$ cat config.mk
export PLATFORM = sky130hd
export DESIGN_NAME = systolic_array_ctrl
export DESIGN_NICKNAME = d
export VERILOG_FILES = /design/src/rtl/systolic_pkg.sv /design/src/rtl/systolic_array_ctrl_wrap_counter.sv /design/src/rtl/systolic_array_ctrl.sv
export SDC_FILE = /design/constraint.sdc
export NUM_CORES = 1
export LEC_CHECK = 0
export ABC_AREA = 0
export CAP_MARGIN = 20
export CORE_AREA = 3 3 129 131
export CTS_BUF_LIST = sky130_fd_sc_hd__clkbuf_16
export CTS_CLUSTER_DIAMETER = 150
export DETAILED_ROUTE_END_ITERATION = 8
export DIE_AREA = 0 0 132 134
export PLACE_DENSITY_LB_ADDON = 0.25
export SETUP_SLACK_MARGIN = 0.05
export SLEW_MARGIN = 30
export SYNTH_ARGS = -nofsm -noshare
export SYNTH_HDL_FRONTEND = slang
export SYNTH_HIERARCHICAL = 1
export SYNTH_SLANG_ARGS = --single-unit
export TNS_END_PERCENT = 5
$ cat constraint.sdc
create_clock -name clk_i -period 2.9 [get_ports clk_i]
set_clock_uncertainty 0.2 [all_clocks]
set_input_delay 0.725 -clock clk_i [delete_from_list [all_inputs] [get_ports clk_i]]
set_output_delay 0.725 -clock clk_i [all_outputs]
set_load 0.005 [all_outputs]
$ cat src/rtl/systolic_pkg.sv
// Shared types and helpers for the systolic array controller and its counters.
package systolic_pkg;

  typedef enum logic [3:0] {
    ST_LOAD   = 4'b0001,
    ST_DRAIN  = 4'b0010,
    ST_OUTPUT = 4'b0100,
    ST_CLEAR  = 4'b1000
  } ctrl_state_e;

  // Bits needed to hold the values 0..max_v (never less than one bit).
  function automatic int cnt_width(input int max_v);
    return (max_v < 1) ? 1 : $clog2(max_v + 1);
  endfunction

endpackage

$ cat src/rtl/systolic_array_ctrl_wrap_counter.sv
// Counter that runs 0..max_p and wraps back to 0; wrap_o flags the enabled wrapping step.
module wrap_counter
  import systolic_pkg::*;
#(
  parameter int max_p = 1
) (
  input  logic                         clk_i,
  input  logic                         reset_i,
  input  logic                         en_i,
  input  logic                         clear_i,
  output logic [cnt_width(max_p)-1:0]  count_o,
  output logic                         wrap_o
);

  localparam int cw_lp = cnt_width(max_p);
  localparam logic [cw_lp-1:0] max_lp = cw_lp'(max_p);

  logic [cw_lp-1:0] count_q, count_d;

  assign wrap_o  = en_i & ~clear_i & (count_q == max_lp);
  assign count_o = count_q;

  always_comb begin
    count_d = count_q;
    if (clear_i || wrap_o) begin
      count_d = '0;
    end else if (en_i) begin
      count_d = count_q + 1'b1;
    end
  end

  always_ff @(posedge clk_i or posedge reset_i) begin
    if (reset_i) begin
      count_q <= '0;
    end else begin
      count_q <= count_d;
    end
  end

endmodule

$ cat src/rtl/systolic_array_ctrl.sv
// Sequencer for a MAC array: loads operands, waits for drain, streams results, clears.
// Optional abort support is enabled by defining SYSTOLIC_ARRAY_CTRL_ABORT_EN.
module systolic_array_ctrl
  import systolic_pkg::*;
#(
  parameter int width_p        = 32,
  parameter int array_width_p  = 2,
  parameter int array_height_p = 2,
  parameter int depth_p        = 2,
  parameter int drain_cycles_p = 4
) (
  input  logic                                            clk_i,
  input  logic                                            reset_i,
  input  logic                                            en_i,
  input  logic                                            abort_i,
  input  logic                                            valid_i,
  output logic                                            ready_o,
  input  logic [width_p-1:0]                              data_i,
  output logic                                            valid_o,
  input  logic                                            yumi_i,
  output logic [width_p-1:0]                              data_o,
  output logic [width_p*array_height_p-1:0]               row_o,
  output logic [array_height_p-1:0]                       row_valid_o,
  input  logic [array_height_p-1:0]                       row_ready_i,
  output logic [width_p*array_width_p-1:0]                col_o,
  output logic [array_width_p-1:0]                        col_valid_o,
  input  logic [array_width_p-1:0]                        col_ready_i,
  input  logic [width_p*array_height_p*array_width_p-1:0] z_i,
  output logic                                            array_clear_o,
  output logic                                            busy_o
);

  localparam int h_lp      = array_height_p;
  localparam int w_lp      = array_width_p;
  localparam int n_cons_lp = h_lp + w_lp;
  localparam int n_out_lp  = h_lp * w_lp;
  localparam int c_w_lp    = cnt_width(n_cons_lp - 1);
  localparam int s_w_lp    = cnt_width(depth_p - 1);
  localparam int o_w_lp    = cnt_width(n_out_lp - 1);
  localparam int d_w_lp    = cnt_width(drain_cycles_p - 1);
  localparam logic [d_w_lp-1:0] d_max_lp = d_w_lp'(drain_cycles_p - 1);

  // Handshake rule for every stream here: a beat transfers in the cycle where
  // valid and ready (or valid_o and yumi_i) are both high; nothing else moves data.

  ctrl_state_e state_q, state_d;

  logic abort_act;
  logic [n_cons_lp-1:0] cons_ready_vec;
  logic cons_ready, all_ready, accept;
  logic [c_w_lp-1:0] c_count;
  logic [s_w_lp-1:0] s_count;
  logic [o_w_lp-1:0] o_count;
  logic [d_w_lp-1:0] d_count;
  logic c_wrap, s_wrap, o_wrap, d_wrap;
  logic d_en, o_en;

`ifdef SYSTOLIC_ARRAY_CTRL_ABORT_EN
  assign abort_act = en_i & abort_i;
`else
  logic unused_abort;
  assign unused_abort = abort_i;
  assign abort_act    = 1'b0;
`endif

  assign cons_ready_vec = {col_ready_i, row_ready_i};
  assign all_ready      = &cons_ready_vec;

  always_comb begin
    cons_ready = 1'b0;
    for (int i = 0; i < n_cons_lp; i++) begin
      if (c_count == c_w_lp'(i)) cons_ready = cons_ready_vec[i];
    end
  end

  assign accept = valid_i & ready_o;

  // The drain count parks on its last value until every consumer is ready.
  assign d_en = en_i & ~abort_act & (state_q == ST_DRAIN) &
                ((d_count != d_max_lp) | all_ready);
  assign o_en = en_i & ~abort_act & (state_q == ST_OUTPUT) & yumi_i;

  wrap_counter #(.max_p(n_cons_lp - 1)) u_c_cnt (
    .clk_i(clk_i), .reset_i(reset_i), .en_i(accept), .clear_i(abort_act),
    .count_o(c_count), .wrap_o(c_wrap)
  );

  wrap_counter #(.max_p(depth_p - 1)) u_s_cnt (
    .clk_i(clk_i), .reset_i(reset_i), .en_i(accept & c_wrap), .clear_i(abort_act),
    .count_o(s_count), .wrap_o(s_wrap)
  );

  wrap_counter #(.max_p(n_out_lp - 1)) u_o_cnt (
    .clk_i(clk_i), .reset_i(reset_i), .en_i(o_en), .clear_i(abort_act),
    .count_o(o_count), .wrap_o(o_wrap)
  );

  wrap_counter #(.max_p(drain_cycles_p - 1)) u_d_cnt (
    .clk_i(clk_i), .reset_i(reset_i), .en_i(d_en), .clear_i(abort_act),
    .count_o(d_count), .wrap_o(d_wrap)
  );

  always_ff @(posedge clk_i or posedge reset_i) begin
    if (reset_i) begin
      state_q <= ST_LOAD;
    end else begin
      state_q <= state_d;
    end
  end

  always_comb begin
    state_d = state_q;
    if (abort_act) begin
      state_d = ST_CLEAR;
    end else if (en_i) begin
      case (state_q)
        ST_LOAD:   if (s_wrap) state_d = ST_DRAIN;
        ST_DRAIN:  if (d_wrap) state_d = ST_OUTPUT;
        ST_OUTPUT: if (o_wrap) state_d = ST_CLEAR;
        ST_CLEAR:  state_d = ST_LOAD;
        default:   state_d = ST_LOAD;
      endcase
    end
  end

  always_comb begin
    ready_o       = en_i & ~abort_act & (state_q == ST_LOAD) & cons_ready;
    valid_o       = en_i & ~abort_act & (state_q == ST_OUTPUT);
    array_clear_o = en_i & (state_q == ST_CLEAR);
    busy_o        = (state_q != ST_LOAD);
    data_o        = '0;
    if (state_q == ST_OUTPUT) begin
      for (int k = 0; k < n_out_lp; k++) begin
        if (o_count == o_w_lp'(k)) data_o = z_i[k*width_p +: width_p];
      end
    end
  end

  assign row_o = {array_height_p{data_i}};
  assign col_o = {array_width_p{data_i}};

  always_comb begin
    row_valid_o = '0;
    col_valid_o = '0;
    for (int i = 0; i < h_lp; i++) begin
      if (c_count == c_w_lp'(i)) row_valid_o[i] = accept;
    end
    for (int j = 0; j < w_lp; j++) begin
      if (c_count == c_w_lp'(h_lp + j)) col_valid_o[j] = accept;
    end
  end

  logic unused_s;
  assign unused_s = ^s_count;

endmodule
; ---- Word-level counts from Yosys, hierarchy flattened
; Cells that the tools add are included.
[op_classes]
n_addsub = 4
mul = 0
div = 0
order_cmp = 0
n_eq_ne = 16
shift = 0
mux = 25
bitwise = 14
n_reduce_logical = 8
[op_table]
columns = op, count
row1 = 32-bit two-way mux, 5
row2 = 1-bit AND, 13
row3 = 2-bit two-way mux, 6
row4 = 4-bit two-way mux, 3
row5 = 4-bit case mux with 3 select lines, 1
row6 = 2-bit == test (second input constant), 5
row7 = 1-bit two-way mux, 10
row8 = 2-bit inequality test (second input constant), 4
row9 = 4-bit AND reduction, 2
row10 = 2-bit nonzero test, 4
row11 = 2-bit by 1-bit adder with 2-bit output (second input constant), 3
row12 = 2-bit by 1-bit == test with 1-bit output (second input constant), 2
row13 = 4-bit by 1-bit == test with 1-bit output (second input constant), 1
row14 = 4-bit by 2-bit == test with 1-bit output (second input constant), 1
row15 = 4-bit by 3-bit == test with 1-bit output (second input constant), 1
row16 = 4-bit == test (second input constant), 1
row17 = 2-bit zero test, 2
row18 = 4-bit by 1-bit inequality test with 1-bit output (second input constant), 1
row19 = 1-bit adder (second input constant), 1
row20 = 1-bit bitwise OR, 1
[word_totals]
ff_bits = 11
latchBits = 0
ramBits = 0
romBits = 0
inputBits = 170
out_inout_bits = 168
word_cells = 72
memories = 0

; ---- Depth between registers and ports, before layout
; Gate-level depths: netlist (run 1).
[depth]
ltp_word = 12
ltp_mapped = 11
ltp_nobuf = 10

; ---- Hierarchy
; Netlist (run 1), hierarchy kept.
[by_module_without_submodules]
columns = mod, n_inst, cells_per_inst, area_each_um2, seq_area_each_um2
row1 = systolic_array_ctrl, 1, 253, 2353.5, 101.3
row2 = wrap_counter at u_c_cnt ..., 3, 11, 113.9, 50.0
row3 = wrap_counter at u_s_cnt, 1, 5, 51.3, 25.0

; ---- Least setup slack after synthesis (run 1)
; OpenSTA, ideal clock, no wires.
[synth_timing]
path_kind = register -> register
startpoint = register state_q[0]
endpoint = register state_q[2]
setup_time_ps = 128
arrival_time_ps = 2824
required_time_ps = 2572
setup_slack_ps = -251
stages_incl_launch_ff = 11
path_buffers = 1
period_less_slack_ps = 3151
path_cell_list = dfstp_2 > or4b_1 > buf_2 > a2111oi_4 > nand2_2 > nor2_1 > and3b_1 > nor3b_2 > and3b_2 > o211a_1 > mux2_1
[synth_via]
elab_chain_cells = 9
elab_cells_between_ends = 20
cone_classes = 6 x eq/ne / 1 x mux / 12 x bitwise / 1 x reduce/logical
[synth_lines]
columns = item, line
row1 = "start, declared", systolic_array_ctrl.sv:46  ; ctrl_state_e state_q, state_d;
row2 = "start signal, assigned", systolic_array_ctrl.sv:107  ; state_q <= state_d;
row3 = 4-bit by 1-bit == test with 1-bit output, systolic_array_ctrl.sv:127  ; ready_o = en_i & ~abort_act & (state_q == ST_LOAD) & cons_ready;
row4 = 1-bit AND (2 in series), systolic_array_ctrl.sv:127
row5 = 1-bit AND, systolic_array_ctrl.sv:76  ; assign accept = valid_i & ready_o;
row6 = via accept, systolic_array_ctrl.sv:50  ; logic cons_ready, all_ready, accept;
row7 = 1-bit AND, systolic_array_ctrl_wrap_counter.sv:20  ; assign wrap_o = en_i & ~clear_i & (count_q == max_lp);
row8 = via c_wrap, systolic_array_ctrl.sv:55  ; logic c_wrap, s_wrap, o_wrap, d_wrap;
row9 = 1-bit AND, systolic_array_ctrl.sv:89  ; .clk_i(clk_i), .reset_i(reset_i), .en_i(accept & c_wrap), .clear_i(abort_act),
row10 = 1-bit AND, systolic_array_ctrl_wrap_counter.sv:20
row11 = via s_wrap, systolic_array_ctrl.sv:55
row12 = 2-bit inequality test (no source line), n/a
row13 = 4-bit AND reduction (no source line), n/a
; The timed path passes the listed nets, and every way through them passes these cells.
; A chain may end at the register's enable or synchronous reset.

; ---- Worst setup path in the final report (run 1)
[layout_timing]
startpoint = register state_q[0]
endpoint = output port row_valid_o[0]
[layout_via]
elab_chain_cells = 5
[layout_lines]
columns = item, line
row1 = 4-bit by 1-bit == test with 1-bit output, systolic_array_ctrl.sv:127
row2 = 1-bit AND (2 in series), systolic_array_ctrl.sv:127
row3 = 1-bit AND, systolic_array_ctrl.sv:76
row4 = 1-bit two-way mux, systolic_array_ctrl.sv:146  ; if (c_count == c_w_lp'(i)) row_valid_o[i] = accept;
row5 = "end, declared", systolic_array_ctrl.sv:23  ; output logic [array_height_p-1:0] row_valid_o,
; No other way between the ends.

==> results of run 1 <==
worst max-delay path, stage by stage (launching register included):
cell	delay (ps)
dfstp_2	520
or4b_4	480
a2111oi_4	320
nand2_2	120
buf_4	150
nor4b_2	180
buf_2	140
placed cells by master, fill, tap and decap left out, types with 2 or more instances in the layout:
master and instances:
inv_2 2, nand2_1 3, ha_1 3, and2_4 17, or3b_1 3, buf_4 19
nor2_1 3, nor3b_1 2, buf_2 30, buf_12 3, nand2b_1 6, dlygate4sd2_1 15
mux4_2 32, nor3_1 2, dfrtp_1 9, and2_1 16, clkbuf_2 6, buf_6 2
and3b_1 3, mux2_4 2, conb_1 11, clkbuf_16 3, dlymetal6s2s_1 10, nand3b_1 4
nor4_1 2, nor3b_2 3, a21oi_1 8, clkdlybuf4s50_1 114, inv_1 6
worst paths after layout:
| path | startpoint | endpoint | slack, ps | cells past startpoint |
|---|---|---|---|---|
| max reg2reg | state_q[0] | state_q[2] | -140 | 10 |
| min in group asynchronous | reset_i | u_s_cnt/count_o | 580 | 2 |
| max in group asynchronous | reset_i | state_q[0] | 1640 | 2 |
| max | state_q[0] | row_valid_o[0] | -180 | 6 |
| min reg2reg | u_s_cnt/count_o | u_s_cnt/count_o | 360 | 2 |
| min | u_s_cnt/count_o | u_s_cnt/count_o | 360 | 2 |
what timing repair did:
action / 4_1_cts / 5_1_grt
setup buffers: 4 / 0
gates resized for setup: 154 / 40
pin swaps: 29 / 2
hold buffers: 0 / 0
endpoints found under the setup margin: 43 / 26
gates cloned: 0 / 0
final cells by class:
type / count / area share [%]
clock inverter: 1 / 0.124
sequential: 11 / 6.91
inverter: 8 / 0.747
tap: 216 / 6.72
multi-input combinational: 141 / 38.5
timing repair buffer: 200 / 45.1
clock buffer: 3 / 1.87
power groups by stage:
stage / Sequential, mW / Combinational (mW) / Clock, mW
2_1_floorplan: 0.181 / 0.279 / 0
3_3_place_gp: 0.176 / 0.387 / 0
3_5_place_dp: 0.176 / 0.391 / 0
4_1_cts: 0.174 / 0.402 / 0.258
5_1_grt: 0.174 / 0.430 / 0.268
6_report: 0.174 / 0.402 / 0.250
cells by family after synthesis:
logic type               after synthesis
adder cells (fa/ha/maj)                3
AND/OR/NAND/NOR                       75
multiplexers                          36
flip-flops                            11
other                                  1
buffers and inverters                149
XOR/XNOR                               2
AO/OA/AOI/OAI                         14
routing by layer:
layer | track usage (%) | share of wire [%] | wire length, um
met3 | 3.41 | 9.2 | 860
met1 | 10.9 | 38 | 3580
met5 | 0 | 0 | 0
met2 | 17.5 | 51 | 4770
met4 | 2.57 | 1.4 | 135
sequential cells by signal (all words and copies together), names as in the netlist:
register         count
u_c_cnt/count_o      2
u_s_cnt/count_o      1
u_d_cnt/count_o      2
state_q              4
u_o_cnt/count_o      2
through the flow:
step           utilization (%)  hold WS, ps  cells  setup slack, ps
2_1_floorplan                -          254    301             -177
3_3_place_gp              25.5          328    573             -617
3_5_place_dp              25.5          338    573             -643
4_1_cts                   25.8          365    580             -200
5_1_grt                   25.6          406    580             -259
6_report                  25.6          356    580             -182
==> flow_summary.json, run 1 <==
{
  "outcome": "complete, but fails checks",
  "violations": "setup timing",
  "cts.reportedPaths.clkPinSlew_ps": 40,
  "finalCritPeriodShare_pct": 106,
  "synth_edf_count": 0,
  "final_max_slew_viol_count": 0,
  "cts_buffers": 3,
  "syn_area_per_cell_um2": 9.44,
  "crit_fanout": 3,
  "die_w_um": 132,
  "cts_buffer_depth": 2,
  "clkLatencyLatePin_ps": 240,
  "synth_xor_area_share_pct": 0.638,
  "ir_drop_uv": 183,
  "synth-seq-area-share_pct": 10.1,
  "grt_max_degree": 35,
  "worstPathArrival_ps": 2160,
  "fmax_mhz": 324,
  "dp_hpwl_um": 7530,
  "final-setup-viol-count": 6,
  "muxShareOfSynthArea_pct": 27.8,
  "nets": 538,
  "vias": 2177,
  "ys_warn_count": 6,
  "synthTopCellsByArea": "buf_4 (35%), mux4_2 (26%), dfrtp_1 (9.1%)",
  "wl_per_cell_um": 16.1,
  "layout_setup_ws_ps": -182,
  "ys_seq_elements": 11,
  "grt.overflow.total": 0,
  "total_power_mw": 0.826,
  "num_rows": 46,
  "end_kind": "output pin",
  "regArea_um2": 278,
  "die-height_um": 134,
  "synth_flop_cell": "dfrtp_1",
  "place_congestion": 0.757,
  "syn_area_um2": 2750,
  "worstSetupPathType": "flop to output pin",
  "route.detailed.drc": 0,
  "track_usage_pct": 9.71,
  "grt_pass1_wl_um": 13800,
  "routed_wl_um": 9340,
  "hold_violations": 0,
  "pwr-share-seq_pct": 21.0,
  "h-tree-depth": 1,
  "die_area_um2": 17700,
  "syn2layout_area_growth_pct": 46.4,
  "crit_path_start_kind": "flop",
  "io_pins": 338,
  "port_buffers": 176,
  "async_flop_share_pct": 100,
  "synthAdderAreaFrac_pct": 1.37,
  "p_per_area_nw_per_um2": 206,
  "drt-initial-drc-count": 55,
  "leakagePower_nw": 1.71,
  "hold_class": "flop to flop",
  "synth_compound_area_share_pct": 3.74,
  "core_um2": 15700,
  "power_switching_share_pct": 23.3,
  "fin_crit_ps": 3080,
  "ys_top_cells_by_count": "buf_4 (128), and2_1 (33), mux4_2 (32)",
  "synth_most_common_cell": "buf_4",
  "ant_nets": 0,
  "ctsRootBufferMaster": "clkbuf_16",
  "placed_area_um2": 4010,
  "antenna_cells": 0,
  "multi_input_area_um2": 1550,
  "fill_cells": 1684,
  "netlist.area_leader.share_pct": 35.0,
  "synth_top_family_by_area": "buffers and inverters",
  "yosysTopAreaCell": "buf_4",
  "cts_tree": "yes",
  "grt_antenna_before_repair": 0,
  "finalSetupTns_ps": -736,
  "design_area_um2": 4020,
  "p_sw_mw": 0.193,
  "cts_sinks": 11,
  "pwr-share-clk_pct": 30.3,
  "drive_gt1_share_pct": 36.8,
  "grt_pass1_vias": 2401,
  "internal_power_mw": 0.633,
  "syn_inst": 291,
  "first_pass_iters": 4,
  "rsz0062_at_grt": "yes",
  "power_frac_comb_pct": 48.7,
  "worstPathRequired_ps": 1980,
  "drt-vias-per-instance": 3.75,
  "yosys.area_share.simple_pct": 18.2,
  "drv_cap": 0,
  "yosysUniqueCellTypes": 40,
  "start_util_pct": 17.5
}
Power figures use the tool's default switching activity.
==> inputs of run 2 (changes only) <==
- GPL_ROUTABILITY_DRIVEN: default -> 0
==> results of run 2 <==
Same layout as run 1: the final DEF is identical, and so are final timing and power.
==> inputs of run 3 (changes only) <==
- clock period: 2.9 -> 2.6 ns (I/O delays scaled with it)
==> run 3 against run 2 <==
Against the previous run: the run still ends with setup timing left; worst setup slack got worse by 140 ps; non-clock buffer count increased by 5; clock power increased by 13%; global-route usage decreased by 0.10 points; flip-flop and latch count unchanged; via count increased by 0.87%; combinational power increased by 8.0%; hold slack got worse by 1.4 ps; critical endpoint is now state_q[3].
==> flow_summary.json, run 3 (synthesized netlist as in run 1, its figures left out) <==
{
  "die_w_um": 132,
  "layout_setup_ws_ps": -326,
  "track_usage_pct": 9.61,
  "drt-vias-per-instance": 3.75,
  "nets": 543,
  "final_max_slew_viol_count": 0,
  "final-setup-viol-count": 19,
  "grt_pass1_wl_um": 13600,
  "fin_crit_ps": 2930,
  "dp_cells": 575,
  "drive_gt1_share_pct": 39.6,
  "crit_fanout": 3,
  "total_power_mw": 0.910,
  "drv_cap": 0,
  "worstPathArrival_ps": 2850,
  "die-height_um": 134,
  "cts.reportedPaths.clkPinSlew_ps": 40,
  "end_kind": "flop",
  "largest_register_ff_count": 4,
  "hold_class": "flop to flop",
  "grt_antenna_before_repair": 0,
  "dp_hpwl_um": 7630,
  "layout_common_cells": "dlygate4sd2_1 (53), clkdlybuf4s50_1 (51), dlymetal6s2s_1 (34), mux4_2 (32), buf_4 (22)",
  "hold_end": "u_s_cnt/count_o",
  "cts_buffers": 3,
  "whs_ps": 354,
  "wl_per_cell_um": 16.0,
  "core_um2": 15700,
  "finalSetupTns_ps": -2210,
  "ir_drop_uv": 161,
  "crit_path_start_kind": "flop",
  "slowest_stage": "dfstp_2",
  "ff2ff_path_depth": 10,
  "cts_buffer_depth": 2,
  "grt.overflow.total": 0,
  "rsz0062_at_grt": "yes",
  "p_per_area_nw_per_um2": 219,
  "r2r_slack_ps": -330,
  "reg2reg_to": "state_q[3]",
  "grt_max_degree": 35,
  "cts_tree": "yes",
  "pre_cts_ws_ps": -853,
  "route.detailed.drc": 0,
  "syn2layout_area_growth_pct": 50.9,
  "ctsRootBufferMaster": "clkbuf_16",
  "mostFrequentLayoutCell": "dlygate4sd2_1",
  "h-tree-depth": 1,
  "min_from": "u_s_cnt/count_o",
  "die_area_um2": 17700,
  "worstPathRequired_ps": 2520,
  "io_pins": 338,
  "port_buffers": 176,
  "first_pass_iters": 4,
  "slowest_delay_ps": 520,
  "start_util_pct": 17.5,
  "routed_wl_um": 9340,
  "fmax_mhz": 342,
  "final_cell_count_no_fill": 585,
  "regMostFlops": "state_q",
  "ant_nets": 0,
  "r2r_start": "state_q[0]",
  "cts_sinks": 11,
  "finalCritPeriodShare_pct": 113,
  "outcome": "complete, but fails checks",
  "num_rows": 46,
  "min_path_cells": 2,
  "antenna_cells": 0,
  "violations": "setup timing",
  "clkLatencyLatePin_ps": 240,
  "crit_chain": "or4b_4, a2111oi_4, nand2_2, buf_6, nor2_4, and3b_1, nor3b_2, and3b_2, o211a_4, mux2_4",
  "grt_pass1_vias": 2367,
  "leakagePower_nw": 2.02,
  "drt-initial-drc-count": 58,
  "worstSetupPathType": "flop to flop",
  "vias": 2196,
  "hold_violations": 0
}
[run 3: changes by cell type in the layout (fill, tap and decap cells not counted), sizes merged]
| cell | delta |
|---|---|
| dlygate4sd2 | +38 |
| dlymetal6s2s | +24 |
| clkbuf | +13 |
| buf | -7 |
| clkdlybuf4s50 | -63 |
[run 3: through the flow]
| step | utilization (%) | cell area [um^2] |
|---|---|---|
| after floorplan | - | 2800 |
| after detailed placement | 25.7 | 4040 |
| final | 26.4 | 4150 |
| after global placement | 25.7 | 4040 |
| after global routing | 26.4 | 4150 |
| after CTS | 25.9 | 4070 |
[run 3: how the worst max path moves through the flow]
stage / startpoint / endpoint / slack [ps] / depth (start not counted)
2_1_floorplan: state_q[0] / state_q[2] / -480 / 10
3_3_place_gp: col_ready_i[1] / state_q[3] / -780 / 11
3_5_place_dp: col_ready_i[1] / state_q[3] / -850 / 11
4_1_cts: state_q[0] / state_q[3] / -450 / 10
5_1_grt: state_q[0] / col_valid_o[1] / -420 / 6
6_report: state_q[0] / state_q[3] / -330 / 10
[run 3: where the power goes]
part,total (mW),internal (mW),leakage [nW],switching (mW)
Clock,0.282,0.204,0.0409,0.0786
Sequential,0.193,0.188,0.148,0.00574
Combinational,0.434,0.294,1.84,0.139
[run 3: routing by layer]
layer  wire length [um]  up-vias  global-route usage [%]  part of all wire [%]
li1                   -     1026                       -                     -
met3                741       19                    2.78                   7.9
met1               3610     1043                    11.0                    39
met5                  0        -                       0                     0
met2               4800      108                    17.1                    51
met4                188        0                    3.38                   2.0
[run 3: area by class of cell]
| class | instances | area [um^2] |
|---|---|---|
| Clock buffer | 3 | 75.1 |
| Clock inverter | 1 | 5.00 |
| Fill cell | 1723 | 11600 |
| Inverter | 8 | 30.0 |
| Multi-Input combinational cell | 141 | 1570 |
| Sequential cell | 11 | 278 |
| Tap cell | 216 | 270 |
| Timing Repair Buffer | 205 | 1920 |
[run 3: worst max-delay path, delay by kind of cell (launching register included)]
| kind | cells | cell delay (ps) |
|---|---|---|
| AO/OA/AOI/OAI | 2 | 420 |
| buffers and inverters | 1 | 140 |
| flip-flops | 1 | 520 |
| multiplexers | 1 | 300 |
| AND/OR/NAND/NOR | 6 | 1210 |
[run 3: what timing repair did]
action                     CTS  global route
pin swaps                   33            14
setup endpoints to repair   46            41
buffers inserted             5             1
gates resized for setup    178            82
hold buffers                 0             0
gates cloned                 0             0
hold endpoints to repair     0             0
